==> src/rtl/interrupt_controller.sv <==
// interrupt_controller: synchronises request lines, latches rising edges, masks them and resolves a lowest-index vector on acknowledge.
module interrupt_controller #(
    parameter int         N_SRC       = 8,
    parameter logic [7:0] PORT_STATUS = 8'hF0,
    parameter logic [7:0] PORT_MASK   = 8'hF1,
    parameter logic [7:0] PORT_CLEAR  = 8'hF2,
    parameter logic [7:0] PORT_VECTOR = 8'hF3
) (
    input  logic             CLK,
    input  logic             RESET,
    input  logic [N_SRC-1:0] IRQ_IN,
    input  logic [7:0]       PORT_ID,
    input  logic [7:0]       OUT_PORT,
    input  logic             IO_STRB,
    input  logic             INT_ACK,
    output logic             INTERRUPT,
    output logic [7:0]       IN_DATA,
    output logic             IN_HIT
);
    logic [N_SRC-1:0] s1_q, s2_q, prev_q, pend_q, pend_d, mask_q, mask_d;
    logic [N_SRC-1:0] rise, act, clr, ack_clr;
    logic [1:0]       warm_q;
    logic [7:0]       vector_q, vector_d;
    logic [2:0]       sel;
    logic             any, wr_mask, wr_clear;

    // warm_q covers the two cycles after reset in which s2 and prev fill together, so a held line is not an edge
    assign rise     = s2_q & ~prev_q & {N_SRC{~|warm_q}};
    assign act      = pend_q & mask_q;
    assign wr_mask  = IO_STRB && PORT_ID == PORT_MASK;
    assign wr_clear = IO_STRB && PORT_ID == PORT_CLEAR;
    assign clr      = wr_clear ? OUT_PORT[N_SRC-1:0] : '0;
    assign ack_clr  = INT_ACK && any ? N_SRC'(1) << sel : '0;

    // lowest enabled pending source wins the acknowledge
    always_comb begin
        sel = 3'd0;
        any = 1'b0;
        for (int i = N_SRC - 1; i >= 0; i--) begin
            if (act[i]) begin
                sel = 3'(i);
                any = 1'b1;
            end
        end
    end

    // next state: a new edge beats clear and acknowledge on the same bit
    always_comb begin
        pend_d   = rise | (pend_q & ~clr & ~ack_clr);
        mask_d   = wr_mask ? OUT_PORT[N_SRC-1:0] : mask_q;
        vector_d = INT_ACK ? (any ? {1'b1, 4'b0, sel} : 8'h00) : vector_q;
    end

    // synchroniser, edge history and programmable registers
    always_ff @(posedge CLK) begin
        if (RESET) begin
            s1_q     <= '0;
            s2_q     <= '0;
            prev_q   <= '0;
            pend_q   <= '0;
            mask_q   <= '0;
            vector_q <= 8'h00;
            warm_q   <= 2'b11;
        end else begin
            s1_q     <= IRQ_IN;
            s2_q     <= s1_q;
            prev_q   <= |warm_q ? s1_q : s2_q;
            pend_q   <= pend_d;
            mask_q   <= mask_d;
            vector_q <= vector_d;
            warm_q   <= warm_q >> 1;
        end
    end

    // read mux and interrupt line, both purely from registers and PORT_ID
    always_comb begin
        INTERRUPT = |act;
        IN_HIT    = PORT_ID == PORT_STATUS || PORT_ID == PORT_MASK ||
                    PORT_ID == PORT_CLEAR  || PORT_ID == PORT_VECTOR;
        IN_DATA   = PORT_ID == PORT_STATUS ? 8'(pend_q) :
                    PORT_ID == PORT_MASK   ? 8'(mask_q) :
                    PORT_ID == PORT_VECTOR ? vector_q : 8'h00;
    end
endmodule

==> config.mk <==
export PLATFORM = sky130hd
export DESIGN_NAME = interrupt_controller
export DESIGN_NICKNAME = d
export VERILOG_FILES = /design/src/rtl/interrupt_controller.sv
export SDC_FILE = /design/constraint.sdc
export NUM_CORES = 1
export LEC_CHECK = 0
export CORE_UTILIZATION = 35
export DETAILED_ROUTE_END_ITERATION = 10
export HOLD_SLACK_MARGIN = 0.08
export PLACE_DENSITY_LB_ADDON = 0.3
export SYNTH_ARGS = -nofsm -noshare
export SYNTH_HDL_FRONTEND = slang
export SYNTH_SLANG_ARGS = --single-unit
==> constraint.sdc <==
create_clock -name CLK -period 1.34 [get_ports CLK]
set_input_delay 0.134 -clock CLK [delete_from_list [all_inputs] [get_ports CLK]]
set_output_delay 0.134 -clock CLK [all_outputs]
set_load 0.005 [all_outputs]
Word-level counts from Yosys, hierarchy flattened. Index checks and enable logic that the tools add are counted.

Equality and inequality tests: 4. Shift-type cells: 1. Muxes and demuxes: 24. Bitwise gates (word level): 9. Reduce and logical (&&, ||, !) cells: 9.

Operators by type and width (number): $mux W8 (7); $and A8 B8 Y8 (5); $eq A8 B8 Y1 const B (4); $mux W3 (8); $not A8 Y8 (3); $mux W1 (8); $or A8 B8 Y8 (1); $reduce_or A8 Y1 (1); $shl A1 B3 Y8 const A (1); $logic_and A1 B1 Y1 (3); $logic_or A1 B1 Y1 (3); $mux W2 (1); $reduce_or A2 Y1 (1); $logic_not A1 Y1 (1).

Register bits after elaboration: 50. Input port bits: 28.

Longest topological paths before layout.
Depth after elaboration: 14. Depth in mapped cells: 6. Gate-level depth less buffers: 5.

Worst setup path before layout. No wires, ideal clock.

Kind: in2reg. Start: in PORT_ID[2]. End: reg mask_q[0]. Arrival time: 1.277 ns. Data required time: 1.212 ns. Slack: -0.064 ns. Stages: 6. Path buffers: 1. Cells stage by stage: and4bb_1 -> nand3_2 -> buf_6 -> nor3_4 -> mux2i_1 -> nor2_1.

Word-level cells in the longest chain between the ends: 2.

RTL lines: from (decl) (line 12) `input logic [7:0] PORT_ID,`; $eq A8 B8 Y1 (line 30) `assign wr_mask = IO_STRB && PORT_ID == PORT_MASK;`; $logic_and A1 B1 Y1 (line 30); to (signal assigned) (line 69) `mask_q <= mask_d;`; to (decl) (line 20) `logic [N_SRC-1:0] s1_q, s2_q, prev_q, pend_q, pend_d, mask_q, mask_d;`.

No other way between the ends. A chain may end at the register's enable or synchronous reset.

Final worst setup path.
Start: reg mask_q[2]. End: out IN_DATA[2].

Word-level cells in the longest chain between the ends: 2.

RTL lines: $mux W8 (line 81) `PORT_ID == PORT_MASK ? 8'(mask_q) :`; $mux W8 (line 80) `IN_DATA = PORT_ID == PORT_STATUS ? 8'(pend_q) :`; to (decl) (line 17) `output logic [7:0] IN_DATA,`.

No other way between the ends.

==> flow_metrics.py <==
metrics = {
    "status": {
        "status": "finished, violations left",
        "violations": "negative setup slack",
    },
    "synth": {
        "synth_area_leaders": "dfxtp_1, mux2i_1, nor2b_1",
        "synth_top_area_share_pct": 47.27,
        "synth-seq-area-share_pct": 47.27,
        "synth_edf_count": 0,
        "syn_inst": 217,
        "postSynthAreaPerCell_um2": 8.978,
        "synthDistinctLibCells": 33,
        "synthFlopType": "dfxtp_1",
        "ys_ff_latch": 46,
        "yosysTopAreaCell": "dfxtp_1",
        "synth_fp_nets": 245,
        "syn_area_um2": 1948,
        "ys_warn_count": 0,
        "async_reset_ff_share_pct": 0,
    },
    "timing": {
        "tightest_slew_ns": 0.3170,
        "hold_viol": 0,
        "slew_headroom_pct": 78.86,
        "whs_ns": 0.3848,
        "fin_crit_sh_pct": 111.7,
        "final.min_clock_period_ns": 1.497,
        "setup_viol": 18,
        "rsz0062_at_grt": "true",
        "fmax_mhz": 667.9,
        "fin_ws_ns": -0.1571,
        "maxSlewViolCount": 0,
        "final.setup_skew_ns": 0.002244,
    },
    "clock_network": {
        "cts_buffers": 5,
        "cts.clk_slew.worst_paths_ns": 0.08,
        "cts_max_level": 2,
        "root_buffer": "clkbuf_8",
        "clock-sinks": 46,
        "clk_path_buf_depth": 2,
        "tritoncts": "built",
        "worstSkewPairLatency_ns": 0.29,
    },
    "detailed_routing": {
        "drt-total-wl_um": 4962,
        "wl_met2_um": 2446,
        "drt_pre_antenna_iters": 4,
        "top_layer": "met4",
        "drt-met1-wl_um": 2268,
        "vias": 1783,
        "drc_errors": 0,
        "via_per_inst": 4.845,
        "post_drt_wl_per_cell_um": 13.48,
        "antenna_left": 0,
        "drtIter0Drc": 118,
        "wl_met3_um": 199,
    },
    "min_path": {
        "worstHoldPathCells": 2,
        "hold_start": "IRQ_IN[1]",
        "hold_path.class": "primary input to flip-flop",
        "holdPathEnd": "s1_q[1]$_SDFF_PP0_",
    },
    "setup_path": {
        "cp_max_fo": 2,
        "crit_arrival_ns": 1.36,
        "r2r_cells": 6,
        "crit_path_end_kind": "primary output",
        "rr_endpoint": "pend_q[5]$_SDFF_PP0_",
        "crit_path_start": "mask_q[2]$_SDFFE_PP0P_",
        "rrSetupSlack_ns": -0.15,
        "start_kind": "flip-flop",
        "crit_required_ns": 1.21,
        "critical_path_class": "flip-flop to primary output",
        "timing.rr.start": "mask_q[2]$_SDFFE_PP0P_",
    },
    "grt": {
        "grt_max_degree": 15,
        "grt_pass1_wl_um": 8100,
        "antenna_found_initial": 0,
        "grt_overflow": 0,
        "track_usage_pct": 17.41,
        "grt_pass1_vias": 1699,
    },
    "pwr": {
        "power_mw": 2.909,
        "max-vdd-ir-drop_mv": 0.6559,
        "p_leak_nw": 1.187,
        "pwr_density_cell_nw_per_um2": 956.9,
    },
    "floorplanning": {
        "fp-row-count": 26,
        "io_pins": 38,
        "die_area_um2": 5868,
        "die_h_um": 76.61,
        "die_x_um": 76.61,
        "core_um2": 5238,
        "start_util_pct": 37.20,
    },
    "placed_design": {
        "placed_area_um2": 2636,
        "hpwl_um": 3279,
        "port_buffers": 37,
        "gp_congestion": 0.8197,
    },
    "cells_and_area": {
        "drive_gt1_share_pct": 38.26,
        "syn_to_final_growth_pct": 56.07,
        "final_area_um2": 3040,
        "final_cell_mix": "dfxtp_1, buf_4, clkdlybuf4s50_1",
        "antenna_cells": 0,
        "fin_nets": 325,
    },
    "job": {
        "maxCapViolCount": 0,
    },
}
==> routing by layer <==
metal | up-vias | track usage [%]
met5 | - | 0
met4 | 0 | 4.615
met3 | 6 | 4.431
met2 | 38 | 29.82
met1 | 825 | 21.57
li1 | 914 | -
==> timing repair <==
action / in CTS / in global routing
gates resized for setup: 91 / 19
setup buffers: 10 / 1
pin swaps: 16 / 5
endpoints found under the setup margin: 27 / 23
cloned: 1 / 0
hold buffers: 0 / 0
==> synthesized netlist by cell type, types with 2 or more instances <==
library cell / n
inv_1: 10
a32o_1: 2
nand3_1: 4
clkbuf_1: 7
nand2_1: 19
o21ai_0: 14
a21oi_1: 12
a311oi_1: 2
or2_2: 2
nor2b_1: 18
a221o_1: 2
buf_1: 2
a211o_1: 4
dfxtp_1: 46
nor3_1: 7
mux2_2: 4
a22o_1: 2
and3_1: 2
nand2b_1: 5
nor2_1: 19
nand3b_1: 7
mux2i_1: 12
a22oi_1: 5
==> through the flow <==
stage | setup slack (ns) | instances | setup TNS [ns] | util, %
final | -0.1571 | 368 | -1.150 | 58.05
after global routing | -0.1930 | 368 | -2.336 | 58.05
after CTS | -0.1417 | 367 | -0.6690 | 56.47
after detailed placement | -0.6546 | 350 | -14.77 | 50.33
after global placement | -0.6706 | 350 | -14.07 | 50.33
after floorplan | -0.005860 | 217 | -0.03066 | -
==> where the power goes <==
group	leakage, nW	total, mW	switching, mW	internal [mW]
Sequential	0.382	1.43	0.0201	1.41
Clock	0.0714	1.24	0.447	0.795
Combinational	0.734	0.241	0.104	0.137
==> area by class of cell <==
cell class / instances / area [um2]
clock buffers: 6 / 82.58
flip-flops and latches: 46 / 934.6
clock inverters: 2 / 60.06
multi-input cells: 151 / 1125
repair buffers: 83 / 710.7
well taps: 70 / 87.58
inverters: 10 / 40.04
fillers: 452 / 2197
==> critical path: stages, from the launching register on <==
cell and delay [ns]:
dfxtp_2 0.33, buf_6 0.11, mux2_4 0.27, a22oi_2 0.17, nor2_1 0.06, buf_2 0.12
==> flip-flops by register name, indices dropped and copies added (netlist names) <==
signal    cells
s2_q          8
warm_q        2
prev_q        8
s1_q          8
vector_q      4
mask_q        8
pend_q        8
==> cells by family (layout without fill, tap and decap cells) <==
logic type	Yosys count	count (layout)	synth area share, %
flops	46	46	47.27
simple gates	88	89	24.34
mux	16	16	8.478
compound gates	46	46	15.42
buf+inv	21	101	4.496
==> how the worst max path moves through the flow <==
stage / endpoint / slack, ns / depth (start not counted)
after floorplan: mask_q[3]$_SDFFE_PP0P_ / -0.006 / 6
after global placement: IN_DATA[5] / -0.67 / 5
after detailed placement: IN_DATA[4] / -0.65 / 5
after CTS: IN_DATA[2] / -0.14 / 5
after global routing: IN_DATA[2] / -0.19 / 5
final: IN_DATA[2] / -0.16 / 5
Note: power is estimated with default switching activity, not from simulation.
